### config.mk
export PLATFORM = sky130hd
export DESIGN_NAME = instr_mem_loader_flat
export DESIGN_NICKNAME = d
export VERILOG_FILES = /design/src/rtl/instr_mem_loader_if.sv /design/src/rtl/instr_mem_loader.sv /design/src/flat_wrapper.sv
export SDC_FILE = /design/constraint.sdc
export NUM_CORES = 1
export LEC_CHECK = 0
export CAP_MARGIN = 0
export CORE_MARGIN = 8
export CORE_UTILIZATION = 50
export CTS_CLUSTER_DIAMETER = 30
export DETAILED_ROUTE_END_ITERATION = 10
export PLACE_DENSITY = 0.76
export SETUP_SLACK_MARGIN = 0.1
export SKIP_CTS_REPAIR_TIMING = 1
export SLEW_MARGIN = 20
export SYNTH_ARGS = -nofsm -noshare
export SYNTH_HDL_FRONTEND = slang
export SYNTH_SLANG_ARGS = --single-unit
### constraint.sdc
create_clock -name clk -period 2.65 [get_ports clk]
set_input_delay 0.53 -clock clk [delete_from_list [all_inputs] [get_ports clk]]
set_output_delay 0.53 -clock clk [all_outputs]
set_load 0.02 [all_outputs]
### src/rtl/instr_mem_loader_if.sv
// Byte-stream in / instruction-memory write out bundle for instr_mem_loader.
// master = loader side, slave = stream source + memory side.
interface instr_mem_loader_if #(
  parameter int ADDR_W = 7
);
  logic [7:0]        byte_data;
  logic              byte_valid;
  logic              byte_ready;
  logic              mem_we;
  logic [ADDR_W-1:0] mem_addr;
  logic [31:0]       mem_wdata;

  modport master (
    input  byte_data, byte_valid,
    output byte_ready, mem_we, mem_addr, mem_wdata
  );

  modport slave (
    output byte_data, byte_valid,
    input  byte_ready, mem_we, mem_addr, mem_wdata
  );
endinterface

### src/rtl/instr_mem_loader.sv
// Assembles little-endian words from a byte stream, writes them to imem, pads the rest with NOP.
// Optional LOADER_CHECKSUM_EN: trailing 32-bit checksum word compared against the modular sum of data words.
module instr_mem_loader #(
  parameter int          DEPTH    = 128,
  parameter int          ADDR_W   = 7,
  parameter logic [31:0] NOP_WORD = 32'h00000013
) (
  input  logic                clk,
  input  logic                rst_n,
  input  logic                start_i,
  input  logic [ADDR_W:0]     word_count_i,
  instr_mem_loader_if.master  bus,
  output logic                busy_o,
  output logic                done_o,
  output logic                error_o
);

  typedef enum logic [2:0] {IDLE, RECV, WRITE, FILL, DONE} state_t;

  localparam logic [ADDR_W:0] DEPTH_C = (ADDR_W+1)'(DEPTH);
  localparam logic [ADDR_W:0] LAST_C  = (ADDR_W+1)'(DEPTH - 1);
  localparam logic [ADDR_W:0] ONE_C   = (ADDR_W+1)'(1);

  state_t          state_q, state_d;
  logic [1:0]      byte_cnt_q, byte_cnt_d;
  logic [ADDR_W:0] idx_q, idx_d;
  logic [ADDR_W:0] count_q, count_d;
  logic [31:0]     word_q, word_d;
  logic            done_q, done_d;
  logic            error_q, error_d;

  logic            can_start, start_ok, start_bad, byte_acc, last_byte;
  logic [ADDR_W:0] idx_inc;

`ifdef LOADER_CHECKSUM_EN
  logic            cks_phase_q, cks_phase_d;
  logic            cks_bad_q, cks_bad_d;
  logic [31:0]     sum_q, sum_d;
`endif

  assign can_start = (state_q == IDLE) || (state_q == DONE);
  assign start_ok  = can_start && start_i && (word_count_i <= DEPTH_C);
  assign start_bad = can_start && start_i && (word_count_i >  DEPTH_C);
  assign byte_acc  = (state_q == RECV) && bus.byte_valid;
  assign last_byte = byte_acc && (byte_cnt_q == 2'd3);
  assign idx_inc   = idx_q + ONE_C;

  always_ff @(posedge clk or negedge rst_n) begin
    if (!rst_n) state_q <= IDLE;
    else        state_q <= state_d;
  end

  always_comb begin
    state_d = state_q;
    case (state_q)
      IDLE, DONE: begin
        if (start_bad) begin
          state_d = DONE;
        end else if (start_ok) begin
`ifdef LOADER_CHECKSUM_EN
          state_d = RECV;
`else
          state_d = (word_count_i == '0) ? FILL : RECV;
`endif
        end
      end
      RECV: begin
        if (last_byte) begin
`ifdef LOADER_CHECKSUM_EN
          if (cks_phase_q) state_d = (count_q == DEPTH_C) ? DONE : FILL;
          else             state_d = WRITE;
`else
          state_d = WRITE;
`endif
        end
      end
      WRITE: begin
        if (idx_inc == count_q) begin
`ifdef LOADER_CHECKSUM_EN
          state_d = RECV;
`else
          state_d = (count_q == DEPTH_C) ? DONE : FILL;
`endif
        end else begin
          state_d = RECV;
        end
      end
      FILL: begin
        if (idx_q == LAST_C) state_d = DONE;
      end
      default: state_d = IDLE;
    endcase
  end

  always_comb begin
    bus.byte_ready = 1'b0;
    bus.mem_we     = 1'b0;
    bus.mem_addr   = idx_q[ADDR_W-1:0];
    bus.mem_wdata  = word_q;
    busy_o         = 1'b0;
    case (state_q)
      RECV: begin
        bus.byte_ready = 1'b1;
        busy_o         = 1'b1;
      end
      WRITE: begin
        bus.mem_we = 1'b1;
        busy_o     = 1'b1;
      end
      FILL: begin
        bus.mem_we    = 1'b1;
        bus.mem_wdata = NOP_WORD;
        busy_o        = 1'b1;
      end
      default: ;
    endcase
  end

  assign done_o  = done_q;
  assign error_o = error_q;

  always_comb begin
    byte_cnt_d = byte_cnt_q;
    idx_d      = idx_q;
    count_d    = count_q;
    word_d     = word_q;
    done_d     = done_q;
    error_d    = error_q;
`ifdef LOADER_CHECKSUM_EN
    cks_phase_d = cks_phase_q;
    cks_bad_d   = cks_bad_q;
    sum_d       = sum_q;
`endif

    if (start_ok) begin
      count_d    = word_count_i;
      idx_d      = '0;
      byte_cnt_d = 2'd0;
      done_d     = 1'b0;
      error_d    = 1'b0;
`ifdef LOADER_CHECKSUM_EN
      cks_phase_d = (word_count_i == '0);
      cks_bad_d   = 1'b0;
      sum_d       = '0;
`endif
    end

    if (byte_acc) begin
      word_d[8*byte_cnt_q +: 8] = bus.byte_data;
      byte_cnt_d                = byte_cnt_q + 2'd1;
`ifdef LOADER_CHECKSUM_EN
      if (last_byte && cks_phase_q) begin
        cks_bad_d   = ({bus.byte_data, word_q[23:0]} != sum_q);
        cks_phase_d = 1'b0;
      end
`endif
    end

    if (state_q == WRITE) begin
      idx_d = idx_inc;
`ifdef LOADER_CHECKSUM_EN
      sum_d = sum_q + word_q;
      if (idx_inc == count_q) cks_phase_d = 1'b1;
`endif
    end

    if (state_q == FILL) idx_d = idx_inc;

    // done/error latch on entry to DONE; a bad start while in DONE re-asserts error there
    if (start_bad) begin
      done_d  = 1'b1;
      error_d = 1'b1;
    end else if ((state_d == DONE) && (state_q != DONE)) begin
      done_d = 1'b1;
`ifdef LOADER_CHECKSUM_EN
      error_d = error_d | cks_bad_d;
`endif
    end
  end

  always_ff @(posedge clk or negedge rst_n) begin
    if (!rst_n) begin
      byte_cnt_q <= 2'd0;
      idx_q      <= '0;
      count_q    <= '0;
      word_q     <= '0;
      done_q     <= 1'b0;
      error_q    <= 1'b0;
`ifdef LOADER_CHECKSUM_EN
      cks_phase_q <= 1'b0;
      cks_bad_q   <= 1'b0;
      sum_q       <= '0;
`endif
    end else begin
      byte_cnt_q <= byte_cnt_d;
      idx_q      <= idx_d;
      count_q    <= count_d;
      word_q     <= word_d;
      done_q     <= done_d;
      error_q    <= error_d;
`ifdef LOADER_CHECKSUM_EN
      cks_phase_q <= cks_phase_d;
      cks_bad_q   <= cks_bad_d;
      sum_q       <= sum_d;
`endif
    end
  end

endmodule

### src/flat_wrapper.sv
// flat-port wrapper written by rule: the top's interface ports become plain ports
module instr_mem_loader_flat 
#(
  parameter int          DEPTH    = 128,
  parameter int          ADDR_W   = 7,
  parameter logic [31:0] NOP_WORD = 32'h00000013
)
  (clk, rst_n, start_i, word_count_i, busy_o, done_o, error_o, bus_byte_data, bus_byte_valid, bus_byte_ready, bus_mem_we, bus_mem_addr, bus_mem_wdata);
  instr_mem_loader_if #(.ADDR_W(ADDR_W)) bus_i ();
  input  logic clk;
  input  logic rst_n;
  input  logic start_i;
  input  logic [ADDR_W:0] word_count_i;
  output logic busy_o;
  output logic done_o;
  output logic error_o;
  input wire logic [$bits(bus_i.byte_data)-1:0] bus_byte_data;
  input wire logic [$bits(bus_i.byte_valid)-1:0] bus_byte_valid;
  output wire logic [$bits(bus_i.byte_ready)-1:0] bus_byte_ready;
  output wire logic [$bits(bus_i.mem_we)-1:0] bus_mem_we;
  output wire logic [$bits(bus_i.mem_addr)-1:0] bus_mem_addr;
  output wire logic [$bits(bus_i.mem_wdata)-1:0] bus_mem_wdata;
  assign bus_i.byte_data = bus_byte_data;
  assign bus_i.byte_valid = bus_byte_valid;
  assign bus_byte_ready = bus_i.byte_ready;
  assign bus_mem_we = bus_i.mem_we;
  assign bus_mem_addr = bus_i.mem_addr;
  assign bus_mem_wdata = bus_i.mem_wdata;
  instr_mem_loader #(.DEPTH(DEPTH), .ADDR_W(ADDR_W), .NOP_WORD(NOP_WORD)) u_core (.clk(clk), .rst_n(rst_n), .start_i(start_i), .word_count_i(word_count_i), .bus(bus_i), .busy_o(busy_o), .done_o(done_o), .error_o(error_o));
endmodule
==> flow_summary.yaml, run 1 <==
outcome:
  status: "complete, no violations"
finish:
  drive_above_1_share_pct: 8.57
  fill_cells: 474
  instances_no_fill: 457
  final_area_um2: 3760
  area_growth_pct: 30.1
  nets: 412
  n_antenna_cell: 0
cts:
  cts_root_buffer: "clkbuf_8"
  clockBufferDepth: 2
  h-tree-depth: 2
  clkTransAtPathRegs_ns: 0.09
  cts_tree: "done"
  clock_latency_ns: 0.30
  clkSinkCount: 55
  numCtsBuffers: 5
placement:
  dp.cells: 450
  portBuffers: 63
  placed_cell_area_um2: 3590
  gp_congestion: 0.842
  hpwl_um: 5060
synth:
  yosysMostFrequentCell: "nand2_1"
  netlist_top_cells_count: "nand2_1 (81), dfrtp_1 (55), and2_1 (29), o21ai_0 (28), nor2_1 (14)"
  seq_area_frac_synth_pct: 47.7
  ys.flop_type: "dfrtp_1"
  synth_area_um2: 2890
  syn-instance-count: 321
  synth_top_area_share_pct: 47.7
  synth_area_leader_cell: "dfrtp_1"
  synthArstFlopShare_pct: 100
  synth_area_leaders: "dfrtp_1 (48%), nand2_1 (11%), and2_1 (6.3%)"
  ys_seq_elements: 55
  syn-num-nets: 347
  synth-edff-count: 0
  synth_cell_type_count: 43
  synth_area_per_cell_um2: 8.99
  synth_warnings: 0
critical_path:
  rrSetupSlack_ns: 0.49
  crit_fanout: 32
  path_cells: "nand2b_1 -> inv_2 -> nand2_1 -> buf_8 -> nand2b_1 -> clkdlybuf4s50_1"
  worst_setup_path_end_kind: "output port"
  cp_slowest_cell: "clkdlybuf4s50_1"
  critPathMaxStageDelay_ns: 0.61
  cpMostUsedCell: "nand2b_1"
  path_delay_family: "buffers and inverters"
  cp.required_ns: 2.12
  path_buf_inv: 3
  critPathLaunchType: "flip-flop"
  path_class: "flip-flop to output port"
  arrival_ns: 1.91
job:
  maxCapViolations: 0
global_routing:
  grt_max_degree: 33
  grt_use_total_pct: 16.2
  antenna_found_initial: 0
  grt_pass1_wl_um: 11400
  gr-total-overflow: 0
  first_global_vias: 2349
sta:
  min_period_ns: 2.44
  slew_violations: 0
  tns_ns: 0
  setup_viol: 0
  finClkSkew_ns: 0.00434
  hold_violations: 0
  fmax_mhz: 410
  min_period_over_period_pct: 92.1
  rsz0062_at_grt: "false"
  slew_headroom_pct: 69.7
  tightest_slew_ns: 0.453
pwr:
  vdd_drop_max_uv: 506
  p_leak_nw: 2.07
  powerDensity_nw_per_um2: 906
route:
  dr.pass1.iters: 4
  drcViolationCount: 0
  antenna_left: 0
  drt_wl_total_um: 6670
  vias: 2363
  viasPerCell: 5.17
  drtIter0Drc: 122
  wl_per_cell_um: 14.6
floorplan:
  fp.dieH_um: 92.0
  rows: 27
  io_pins: 64
  core_um2: 5540
  die_area_um2: 8460
  fp.dieW_um: 92.0
  initial_core_util_pct: 52.1
worst_hold_path:
  hold_class: "primary input to asynchronous set/reset pin"
cells in the final DEF, fill, tap and decap left out, types with 3 or more instances in the layout:
cell	instances
o21ai_0	28
inv_1	6
dfrtp_1	55
ha_1	6
xor2_1	3
mux2_2	7
xnor2_1	10
nand2_1	81
nand3_1	5
and2_1	29
buf_4	12
nor2_1	14
nor3b_1	3
a21oi_1	7
dlymetal6s2s_1	30
o21ai_1	12
clkdlybuf4s50_1	32
nand2b_1	5
clkbuf_8	5
nor3_1	3
through the flow:
stage	worst slack (ns)	total power, mW	hold slack (ns)	utilization (%)
detailed placement	0.275	3.04	0.340	64.9
finish	0.209	3.40	0.0157	67.8
floorplan	0.573	2.34	0.234	-
global route	0.102	3.66	0.0173	67.8
global placement	0.298	3.00	0.341	64.9
CTS	0.00392	3.46	0.00900	66.2
layout make-up:
class / instances / area, um^2 / share of cell area (%)
sequential: 55 / 1380 / 36.6
tap: 72 / 90.1 / 2.40
clock buffer: 6 / 72.6 / 1.93
inverter: 7 / 26.3 / 0.700
timing repair buffer: 76 / 806 / 21.5
multi-input combinational: 241 / 1390 / 36.9
registers in the layout (all words and copies together), names as in the netlist:
| name | count |
|---|---|
| u_core.word_q | 32 |
| u_core.count_q | 8 |
| u_core.idx_q | 8 |
| u_core.state_q | 3 |
| u_core.byte_cnt_q | 2 |
| u_core.done_o | 1 |
| u_core.error_o | 1 |
routing by layer:
layer  up-vias  GRT usage (%)  wire [um]  share of wire, %
met5         -              0          0                 0
met4         0           5.77         68               1.0
met3         6           4.16        370               5.5
met2        69           26.4       3200                48
met1      1093           20.3       3030                45
li1       1195              -          -                 -
cells by family after synthesis:
logic type | count (synthesis) | synth area share, %
multiplexers | 7 | 2.73
buffers and inverters | 25 | 4.33
XOR/XNOR | 13 | 3.94
AO/OA/AOI/OAI | 62 | 13.2
adder cells (fa/ha/maj) | 6 | 2.60
flip-flops | 55 | 47.7
AND/OR/NAND/NOR | 153 | 25.5
final timing paths:
kind	cells after the start	endpoint	start
min reg2reg	2	u_core.word_q[10]	u_core.word_q[10]
max	6	bus_mem_wdata[0]	u_core.state_q[2]
max in group asynchronous	2	u_core.word_q[6]	rst_n
min	1	u_core.word_q[22]	rst_n
max reg2reg	7	u_core.done_o	u_core.idx_q[0]
min in group clk	2	u_core.word_q[10]	u_core.word_q[10]
power breakdown:
group | total [mW] | switching, mW | internal [mW] | leakage, nW
Sequential | 1.30 | 0.193 | 1.11 | 0.735
Clock | 0.419 | 0.242 | 0.177 | 0.0371
Combinational | 1.68 | 0.883 | 0.795 | 1.30
Total | 3.40 | 1.32 | 2.08 | 2.07
Power figures use the tool's default switching activity.
==> run 2, diff against run 1 <==
CTS_CLUSTER_DIAMETER = unset   (was 30)
==> results of run 2 <==
Final layout, timing and power as in run 1 (identical DEF).
==> run 3, diff against run 2 <==
CORE_MARGIN = unset   (was 8)
SETUP_SLACK_MARGIN = 0.2   (was 0.1)
SKIP_LAST_GASP = 1   (was unset)
==> flow_summary.yaml, run 3 (synthesized netlist as in run 1, its figures left out) <==
cts:
  clkTransAtPathRegs_ns: 0.10
  h-tree-depth: 2
  clock_latency_ns: 0.31
  cts_root_buffer: "clkbuf_8"
  numCtsBuffers: 5
  clkSinkCount: 55
  cts_tree: "done"
  clockBufferDepth: 2
placement:
  portBuffers: 63
  gp_congestion: 0.828
  hpwl_um: 4740
  placed_cell_area_um2: 3620
floorplan:
  die_area_um2: 6080
  fp.dieH_um: 78.0
  core_um2: 5540
  io_pins: 64
  fp.dieW_um: 78.0
  rows: 27
  initial_core_util_pct: 52.1
global_routing:
  met3_usage_pct: 3.88
  gr-usage-met1_pct: 30.1
  antenna_found_initial: 0
  grt_use_total_pct: 23.2
  grt_max_degree: 33
  gr-total-overflow: 0
  grt-busiest-layer: "met2"
  first_global_vias: 2324
  grt_util_met2_pct: 39.4
  grt_pass1_wl_um: 11000
finish:
  post-route-util_pct: 68.7
  largest_reg_flops: 32
  fill_cells: 465
  seqCellArea_um2: 1380
  nets: 411
  top_register: "u_core.word_q"
  final_area_um2: 3810
  drive_above_1_share_pct: 9.09
  multiInputGateArea_um2: 1390
  final_cell_mix: "nand2_1 (81), dfrtp_1 (54), dlymetal6s2s_1 (32), clkdlybuf4s50_1 (30), and2_1 (29)"
  layout_commonest_cell: "nand2_1"
  n_antenna_cell: 0
  reg.largest.list: "u_core.word_q: 32 flops, u_core.count_q: 8 flops, u_core.idx_q: 8 flops"
  area_growth_pct: 31.9
pwr:
  pwr-share-clk_pct: 15.5
  seqPwrFrac_pct: 36.9
  switching_power_mw: 1.33
  internal_power_mw: 2.18
  vdd_drop_max_uv: 741
  combPwrFrac_pct: 47.6
  switching_share_pct: 37.9
  p_leak_nw: 2.12
  powerDensity_nw_per_um2: 924
sta:
  slew_headroom_pct: 61.1
  min_period_ns: 2.32
  tightest_slew_ns: 0.584
  finClkSkew_ns: 0.0113
  rsz0062_at_grt: "false"
  fmax_mhz: 431
  setup_viol: 0
  slew_violations: 0
  hold_violations: 0
  min_period_over_period_pct: 87.5
  tns_ns: 0
critical_path:
  worst_setup_path_end_kind: "output port"
  crit_fanout: 11
  path_delay_family: "buffers and inverters"
  critPathLaunchType: "flip-flop"
  critPathMaxStageDelay_ns: 0.62
  cp_slowest_cell: "clkdlybuf4s50_1"
  path_buf_inv: 3
  path_class: "flip-flop to output port"
  cp.required_ns: 2.12
  path_cells: "nand2b_1 -> inv_2 -> buf_4 -> clkdlybuf4s50_1"
  arrival_ns: 1.79
route:
  drcViolationCount: 0
  antenna_left: 0
  wl_per_cell_um: 14.0
  vias: 2385
  dr.pass1.iters: 6
  viasPerCell: 5.22
  drt_wl_total_um: 6410
  drtIter0Drc: 144
outcome:
  status: "complete, no violations"
worst_hold_path:
  hold_class: "primary input to asynchronous set/reset pin"
job:
  maxCapViolations: 0
==> run 3: changes by cell type in the layout (fill, tap and decap cells not counted), sizes merged <==
| cell | delta |
|---|---|
| clkdlybuf4s50 | -2 |
| dlymetal6s2s | +2 |
| buf | -1 |
| bufinv | +1 |
| clkinvlp | +1 |
| clkbuf | -1 |
==> run 3: layout make-up <==
cell class	count	area share [%]
tap	72	2.37
clock inverter	2	0.986
sequential	55	36.2
multi-input combinational	241	36.4
clock buffer	5	1.81
timing repair buffer	75	21.6
inverter	7	0.690
==> run 3: power by group through the flow <==
stage	clock network (mW)	registers (mW)	logic, mW
2_1_floorplan	0	1.28	1.05
3_3_place_gp	0	1.30	1.69
6_report	0.545	1.30	1.67
5_1_grt	0.589	1.34	1.84
3_5_place_dp	0	1.31	1.73
4_1_cts	0.558	1.29	1.73
==> run 3: final timing paths <==
path,start,to,slack (ns),depth (start not counted)
max,u_core.state_q[2],bus_mem_we,0.33,4
min,rst_n,u_core.word_q[9],0.21,1
max reg2reg,u_core.idx_q[1],u_core.done_o,0.52,7
min reg2reg,u_core.word_q[8],u_core.word_q[8],0.48,2
max in group asynchronous,rst_n,u_core.state_q[2],1.85,2
min in group clk,u_core.word_q[8],u_core.word_q[8],0.48,2
==> run 3: layer usage <==
metal / part of all wire (%) / wire length, um
met1: 46 / 2970
met2: 46 / 2980
met3: 5.6 / 357
met4: 1.7 / 108
met5: 0 / 0
==> run 3: stage by stage <==
step | instances | worst slack [ns] | power, mW | hold slack [ns]
after global routing | 457 | 0.246 | 3.77 | 0.255
after CTS | 457 | 0.0742 | 3.58 | 0.223
after global placement | 450 | 0.312 | 3.00 | 0.453
after floorplan | 321 | 0.573 | 2.34 | 0.234
after detailed placement | 450 | 0.231 | 3.04 | 0.462
final | 457 | 0.332 | 3.52 | 0.210
